<file path="src/rtl/stream_demux.sv">
// stream_demux: 1-to-4 stream demultiplexer with valid/ready handshakes.
//
// Each accepted input beat is steered by in_sel into a one-entry register
// for that channel. A beat addressed to a channel whose chan_en bit is low
// is consumed and counted in a saturating drop counter instead. All
// outputs are registered, so a pushed beat appears one cycle after accept.
//
// Handshake: a transfer happens on a rising edge where valid and ready are
// both high. Valid never waits for ready. While valid is high and ready is
// low, the sender holds its payload stable.
//
// Ports:
//   clk, rst            clock; asynchronous active-high reset
//   in_valid/in_ready   producer handshake (in_ready is combinational)
//   in_sel, in_data     destination channel and payload of the input beat
//   chan_en[3:0]        per-channel enable; 0 drops beats to that channel
//   out_valid[3:0]      channel i register holds a beat
//   out_ready[3:0]      consumer i takes its beat this cycle
//   out_data0..3        channel payloads, retained after pop
//   drop_count          saturating count of dropped beats
module stream_demux #(
    parameter int WIDTH  = 8,
    parameter int DROP_W = 8
) (
    input  logic              clk,
    input  logic              rst,
    input  logic              in_valid,
    output logic              in_ready,
    input  logic [1:0]        in_sel,
    input  logic [WIDTH-1:0]  in_data,
    input  logic [3:0]        chan_en,
    output logic [3:0]        out_valid,
    input  logic [3:0]        out_ready,
    output logic [WIDTH-1:0]  out_data0,
    output logic [WIDTH-1:0]  out_data1,
    output logic [WIDTH-1:0]  out_data2,
    output logic [WIDTH-1:0]  out_data3,
    output logic [DROP_W-1:0] drop_count
);

    typedef enum logic {
        EMPTY = 1'b0,
        FULL  = 1'b1
    } chan_state_t;

    chan_state_t       state_q [4];
    chan_state_t       state_d [4];
    logic [WIDTH-1:0]  data_q  [4];
    logic [DROP_W-1:0] drop_q;

    logic       accept;
    logic       drop;
    logic [3:0] push_vec;
    logic [3:0] pop_vec;

    // Channel state is visible directly as out_valid.
    always_comb begin
        out_valid = 4'b0000;
        for (int i = 0; i < 4; i++) begin
            out_valid[i] = (state_q[i] == FULL);
        end
    end

    // A channel can take a beat if it is disabled (drop), empty, or being
    // popped this cycle. Never looks at in_valid.
    assign in_ready = !chan_en[in_sel] || !out_valid[in_sel] || out_ready[in_sel];

    always_comb begin
        accept   = in_valid && in_ready;
        drop     = accept && !chan_en[in_sel];
        push_vec = 4'b0000;
        if (accept && chan_en[in_sel]) begin
            push_vec[in_sel] = 1'b1;
        end
        pop_vec = out_valid & out_ready;
        for (int i = 0; i < 4; i++) begin
            state_d[i] = state_q[i];
            case (state_q[i])
                EMPTY:   if (push_vec[i]) state_d[i] = FULL;
                FULL:    if (pop_vec[i] && !push_vec[i]) state_d[i] = EMPTY;
                default: state_d[i] = EMPTY;
            endcase
        end
    end

    always_ff @(posedge clk or posedge rst) begin
        if (rst) begin
            for (int i = 0; i < 4; i++) begin
                state_q[i] <= EMPTY;
                data_q[i]  <= '0;
            end
        end else begin
            for (int i = 0; i < 4; i++) begin
                state_q[i] <= state_d[i];
                // Data only moves on a push, so a held beat stays stable
                // and the last value is retained after pop.
                if (push_vec[i]) begin
                    data_q[i] <= in_data;
                end
            end
        end
    end

    always_ff @(posedge clk or posedge rst) begin
        if (rst) begin
            drop_q <= '0;
        end else if (drop && (drop_q != {DROP_W{1'b1}})) begin
            drop_q <= drop_q + 1'b1;
        end
    end

    assign out_data0  = data_q[0];
    assign out_data1  = data_q[1];
    assign out_data2  = data_q[2];
    assign out_data3  = data_q[3];
    assign drop_count = drop_q;

endmodule

</file>
<file path="config.mk">
export PLATFORM = sky130hd
export DESIGN_NAME = stream_demux
export DESIGN_NICKNAME = d
export VERILOG_FILES = /design/src/rtl/stream_demux.sv
export SDC_FILE = /design/constraint.sdc
export NUM_CORES = 1
export LEC_CHECK = 0
export ABC_AREA = 1
export CORE_MARGIN = 2
export CORE_UTILIZATION = 42
export CTS_CLUSTER_SIZE = 10
export DETAILED_ROUTE_END_ITERATION = 6
export PLACE_DENSITY = 0.74
export SETUP_SLACK_MARGIN = 0.3
export SLEW_MARGIN = 20
export SYNTH_ARGS = -nofsm -noshare
export SYNTH_HDL_FRONTEND = slang
export SYNTH_SLANG_ARGS = --single-unit
</file>
<file path="constraint.sdc">
create_clock -name clk -period 1.45 [get_ports clk]
set_input_delay 0.29 -clock clk [delete_from_list [all_inputs] [get_ports clk]]
set_output_delay 0.29 -clock clk [all_outputs]
set_load 0.01 [all_outputs]
</file>
**After elaboration in Yosys (flattened, before gate mapping)**

Cells that the tools add are included.

- Register bits after elaboration: 44
- Input port bits: 21
- Output and inout port bits: 45

- $add $sub $neg: 1
- Order comparisons: 2
- Eq/ne operators: 1
- Muxes and demuxes: 21
- Bitwise logic cells: 5
- Reductions and logical operators: 17

Operator list:

| kind | number |
|---|---|
| two-way mux 1 bit | 12 |
| logical AND 1 bit | 9 |
| adder 8 x 1 -> 8 bit (second input constant) | 1 |
| inequality test 8 bit (second input constant) | 1 |
| one-hot mux 1 bit (2 select lines) | 4 |
| binary-select mux 1 bit (select 2 bit) | 3 |
| logical NOT 1 bit | 6 |
| AND 4 bit | 1 |
| two-way mux 4 bit | 1 |
| NOT 1 bit | 4 |
| less-than comparator 2 x 3 -> 1 bit (second input constant) | 1 |
| demux 1 bit (select 2 bit) | 1 |
| greater-or-equal comparator 2 x 1 -> 1 bit (second input constant) | 1 |
| logical OR 1 bit | 2 |

**Longest topological paths before layout**

- Depth after elaboration: 12
- Mapped depth: 10
- Gate-level depth less buffers: 9

**Worst setup path before layout**

OpenSTA, ideal clock, no wires.

- Kind: reg2reg
- Start point: register drop_q[0], in the netlist drop_count[0]
- End point: register drop_q[4], in the netlist drop_count[4]
- Arrival: 1.336 ns
- Required time: 1.331 ns
- Path slack: -0.005 ns
- Stages on the path, launching flop included: 9
- Period minus slack after synthesis: 1.455 ns
- Cells stage by stage: dfrtp_1 -> ha_1 -> nand3_1 -> nor2_1 -> nand3_1 -> nand3_2 -> buf_6 -> o21ai_2 -> nand2_1

- Longest elaborated chain between the ends: 2

RTL lines:

| what | line | RTL |
|---|---|---|
| from (decl) | 49 | `logic [DROP_W-1:0] drop_q;` |
| from (signal assigned) | 108 | `drop_q <= drop_q + 1'b1;` |
| branches (longest 2 deep; another with adder 8 x 1 -> 8 bit) | -- |  |

Parallel ways; which one is timed is not known.
A chain may end at the register's enable or synchronous reset.

**Worst setup path in the final report**

- Start point: register state_q (netlist bit out_valid[0])
- End point: output port in_ready

- Longest elaborated chain between the ends: 5

RTL lines:

| what | line | RTL |
|---|---|---|
| from (decl) | 46 | `chan_state_t state_q [4];` |
| from (signal, indexed assignment) | 94 | `state_q[i] <= state_d[i];` |
| binary-select mux 1 bit (select 2 bit) | 66 | `assign in_ready = !chan_en[in_sel] \|\| !out_valid[in_sel] \|\| out_ready[in_sel];` |
| two-way mux 1 bit (implied by the code) | 66 |  |
| logical NOT 1 bit | 66 |  |
| logical OR 1 bit (2 in a row) | 66 |  |
| to (decl) | 28 | `output logic in_ready,` |

Every way passes these cells. The select of a mux whose other input is x is not followed.

==> impl_metrics.yaml <==
setup_path:
  critPathBufInv: 2
  worstSetupPathType: "register to output pin"
  setup.worst_path.end_class: "output pin"
  crit_family: "flip-flops"
  start_kind: "register"
  crit_chain: "inv_2 > o21ai_2 > nand2_1 > nand2_2 > nand3_4 > buf_6"
  required_ps: 1160
  crit_slowest_cell: "dfrtp_1"
  crit_arrival_ps: 1220
  cp_max_fo: 2
  max_stage_delay_ps: 370
logic_synthesis:
  synth-seq-cells: 44
  seq_area_frac_synth_pct: 51.4
  yosysTopAreaCell: "dfrtp_1"
  synth_area_leaders: "dfrtp_1 (51%), nand2_1 (18%), nand4_1 (9.4%)"
  syn_area_per_cell_um2: 8.85
  syn_nets: 264
  yosysTopAreaCellShare_pct: 51.4
  synth_area_um2: 2140
  ys_warn_count: 0
  yosysUniqueCellTypes: 20
  synthCells: 242
sta:
  max_freq_mhz: 660
  period_needed_ps: 1510
  relSlewSlack_pct: 65.0
  rsz0062_at_grt: "yes"
  setup_violations: 23
  setup_ws_ps: -64.1
  skew_ps: 10.1
  tightest_slew_ps: 523
  finalSetupTns_ps: -366
  maxSlewViolCount: 0
  hold_viol: 0
  fin_crit_sh_pct: 104
die:
  fp-row-count: 25
  num_io_pins: 66
  die_w_um: 75.4
  start_util_pct: 44.4
  core_um2: 4820
  dieArea_um2: 5680
  die_height_um: 75.4
placement:
  portBuffers: 65
  dp_hpwl_um: 3890
  place_ws_ps: -671
  post_dp_cell_area_um2: 2990
  gp_congestion: 0.828
routing:
  initialDrtViolationCount: 138
  firstDrtPassIters: 4
  via_count: 2340
  m1WireLength_um: 2770
  met3WireLength_um: 497
  routed-wl-met2_um: 3580
  wl_per_cell_um: 15.9
  drc: 0
  vias_per_cell: 5.28
  ant_nets: 0
  drt-total-wl_um: 7030
  highest_layer: "met4"
global_route:
  antenna_found_initial: 0
  track_usage_pct: 24.8
  overflow: 0
  grt_max_degree: 45
  grt_pass1_vias: 2195
  grt_pass1_wl_um: 10500
power_and_ir_drop:
  ir_drop_mv: 1.19
  p_sw_w: 0.00146
  clkPwrFrac_pct: 18.7
  comb_power_share_pct: 41.6
  internal_power_w: 0.00286
  finalPower_w: 0.00432
  power_leakage_nw: 1.85
  switching_share_pct: 33.9
  p_seq_share_pct: 39.8
  p_per_area_nw_per_um2: 1200
clock_network:
  htreeDepth: 2
  clk_pin_slew_ps: 80
  cts_made_buffers: 5
  clock_sink_count: 44
  cts-root-buf: "clkbuf_8"
  cts_tree: "done"
  postCtsHoldBufs: 0
  clk_latency_ps: 300
  clock_path_buffers: 2
run_status:
  violations: "negative setup slack"
  status: "complete, but fails checks"
cells_and_area:
  diodes: 0
  syn_to_final_growth_pct: 68.8
  drive_above_1_share_pct: 44.4
  post-route-cell-area_um2: 3610
  num-nets-final: 397
job:
  drv_cap: 0
min_path:
  worstHoldPathType: "input pin to register"
[synth_stat cells]
master	n
buf_6	10
clkinv_1	1
dfrtp_1	44
ha_1	1
inv_1	9
inv_2	2
nand2_1	100
nand2_2	2
nand3_1	10
nand3_2	5
nand3_4	1
nand4_1	32
nor2_1	6
nor2_2	2
nor2_4	1
nor2_8	1
o21ai_0	6
o21ai_1	3
o21ai_2	1
xnor2_1	5
[metal layers]
layer,GRT usage [%],vias up
met5,0,-
met2,41.2,118
met4,10.1,0
met3,5.82,22
met1,31.2,1123
li1,-,1077
[kinds of logic after synthesis]
| family | after synthesis | synth area share [%] |
|---|---|---|
| and+or+nand+nor | 160 | 36.1 |
| AOI/OAI and AO/OA | 10 | 2.51 |
| DFF | 44 | 51.4 |
| buffers and inverters | 22 | 7.36 |
| adders and majority gates | 1 | 0.584 |
| xor gates and xnor gates | 5 | 2.05 |
[layout make-up]
type                       count  area [µm²]
fill                         352        1200
timing repair buffer         132        1190
multi-input combinational    180        1090
inverter                      12        48.8
sequential                    44        1100
clock buffer                   6        82.6
clock inverter                 2        10.0
tap                           67        83.8
[sequential cells by signal (all words and copies together) (netlist names)]
register	count
drop_count	8
out_data0	8
out_data1	8
out_data2	8
out_data3	8
out_valid	4
[cell usage in the layout (no fill, tap or decap)]
master	instances
nand3_4	9
bufbuf_16	1
clkinvlp_4	1
buf_6	29
inv_1	6
buf_4	38
nand2_2	9
nor2_2	2
xnor2_2	2
buf_2	37
nand3_1	7
nor2_4	5
o21ai_0	1
nor2_8	1
nand3_2	4
nand4_1	32
dlygate4sd2_1	8
o21ai_2	6
o21ai_1	3
clkinv_2	2
clkdlybuf4s50_1	10
ha_4	1
inv_2	4
nor2_1	2
buf_12	6
clkinv_1	1
dfrtp_1	43
clkbuf_16	3
nand2_1	93
clkbuf_8	6
dfrtp_2	1
xnor2_1	3
[timing repair]
action / CTS / global route
setup endpoints to repair: 89 / 67
gates cloned: 6 / 3
buffers inserted: 29 / 9
pin swaps: 15 / 41
resized for setup: 247 / 26
[worst reg2reg max path, cell delays in order, from the launching register on]
cell and delay, ps:
dfrtp_1 370, inv_2 50, o21ai_2 110, nand2_1 70, nand2_2 80, nand3_4 90, buf_6 140, buf_12 140
clkbuf_16 160, nand4_1 80, nand2_1 70
[power groups by stage]
stage                     Sequential (W)  Clock [W]  Combinational (W)
final                            0.00172   0.000806            0.00180
after global routing             0.00175   0.000863            0.00195
after CTS                        0.00169   0.000798            0.00160
after detailed placement         0.00175          0            0.00146
after global placement           0.00175          0            0.00143
after floorplan                  0.00188          0           0.000457
[metrics by stage]
step,hold slack (ps),instances,utilization [%]
finish,323,443,75.0
global route,325,443,75.0
CTS,315,431,70.0
detailed placement,457,388,62.0
global placement,454,388,62.0
floorplan,294,242,-
[worst paths after layout]
| kind | to | depth (start not counted) | start | slack, ps |
|---|---|---|---|---|
| max | in_ready | 6 | out_valid[0] | -60 |
| min | out_valid[1] | 2 | out_ready[1] | 320 |
| max reg2reg | out_data3[5] | 10 | out_valid[0] | -30 |
| min reg2reg | out_data2[7] | 2 | out_data2[7] | 480 |
| max in group asynchronous | drop_count[2] | 3 | rst | 850 |
| min in group asynchronous | out_valid[0] | 3 | rst | 380 |
No activity file was read; power rests on OpenSTA's default activity.
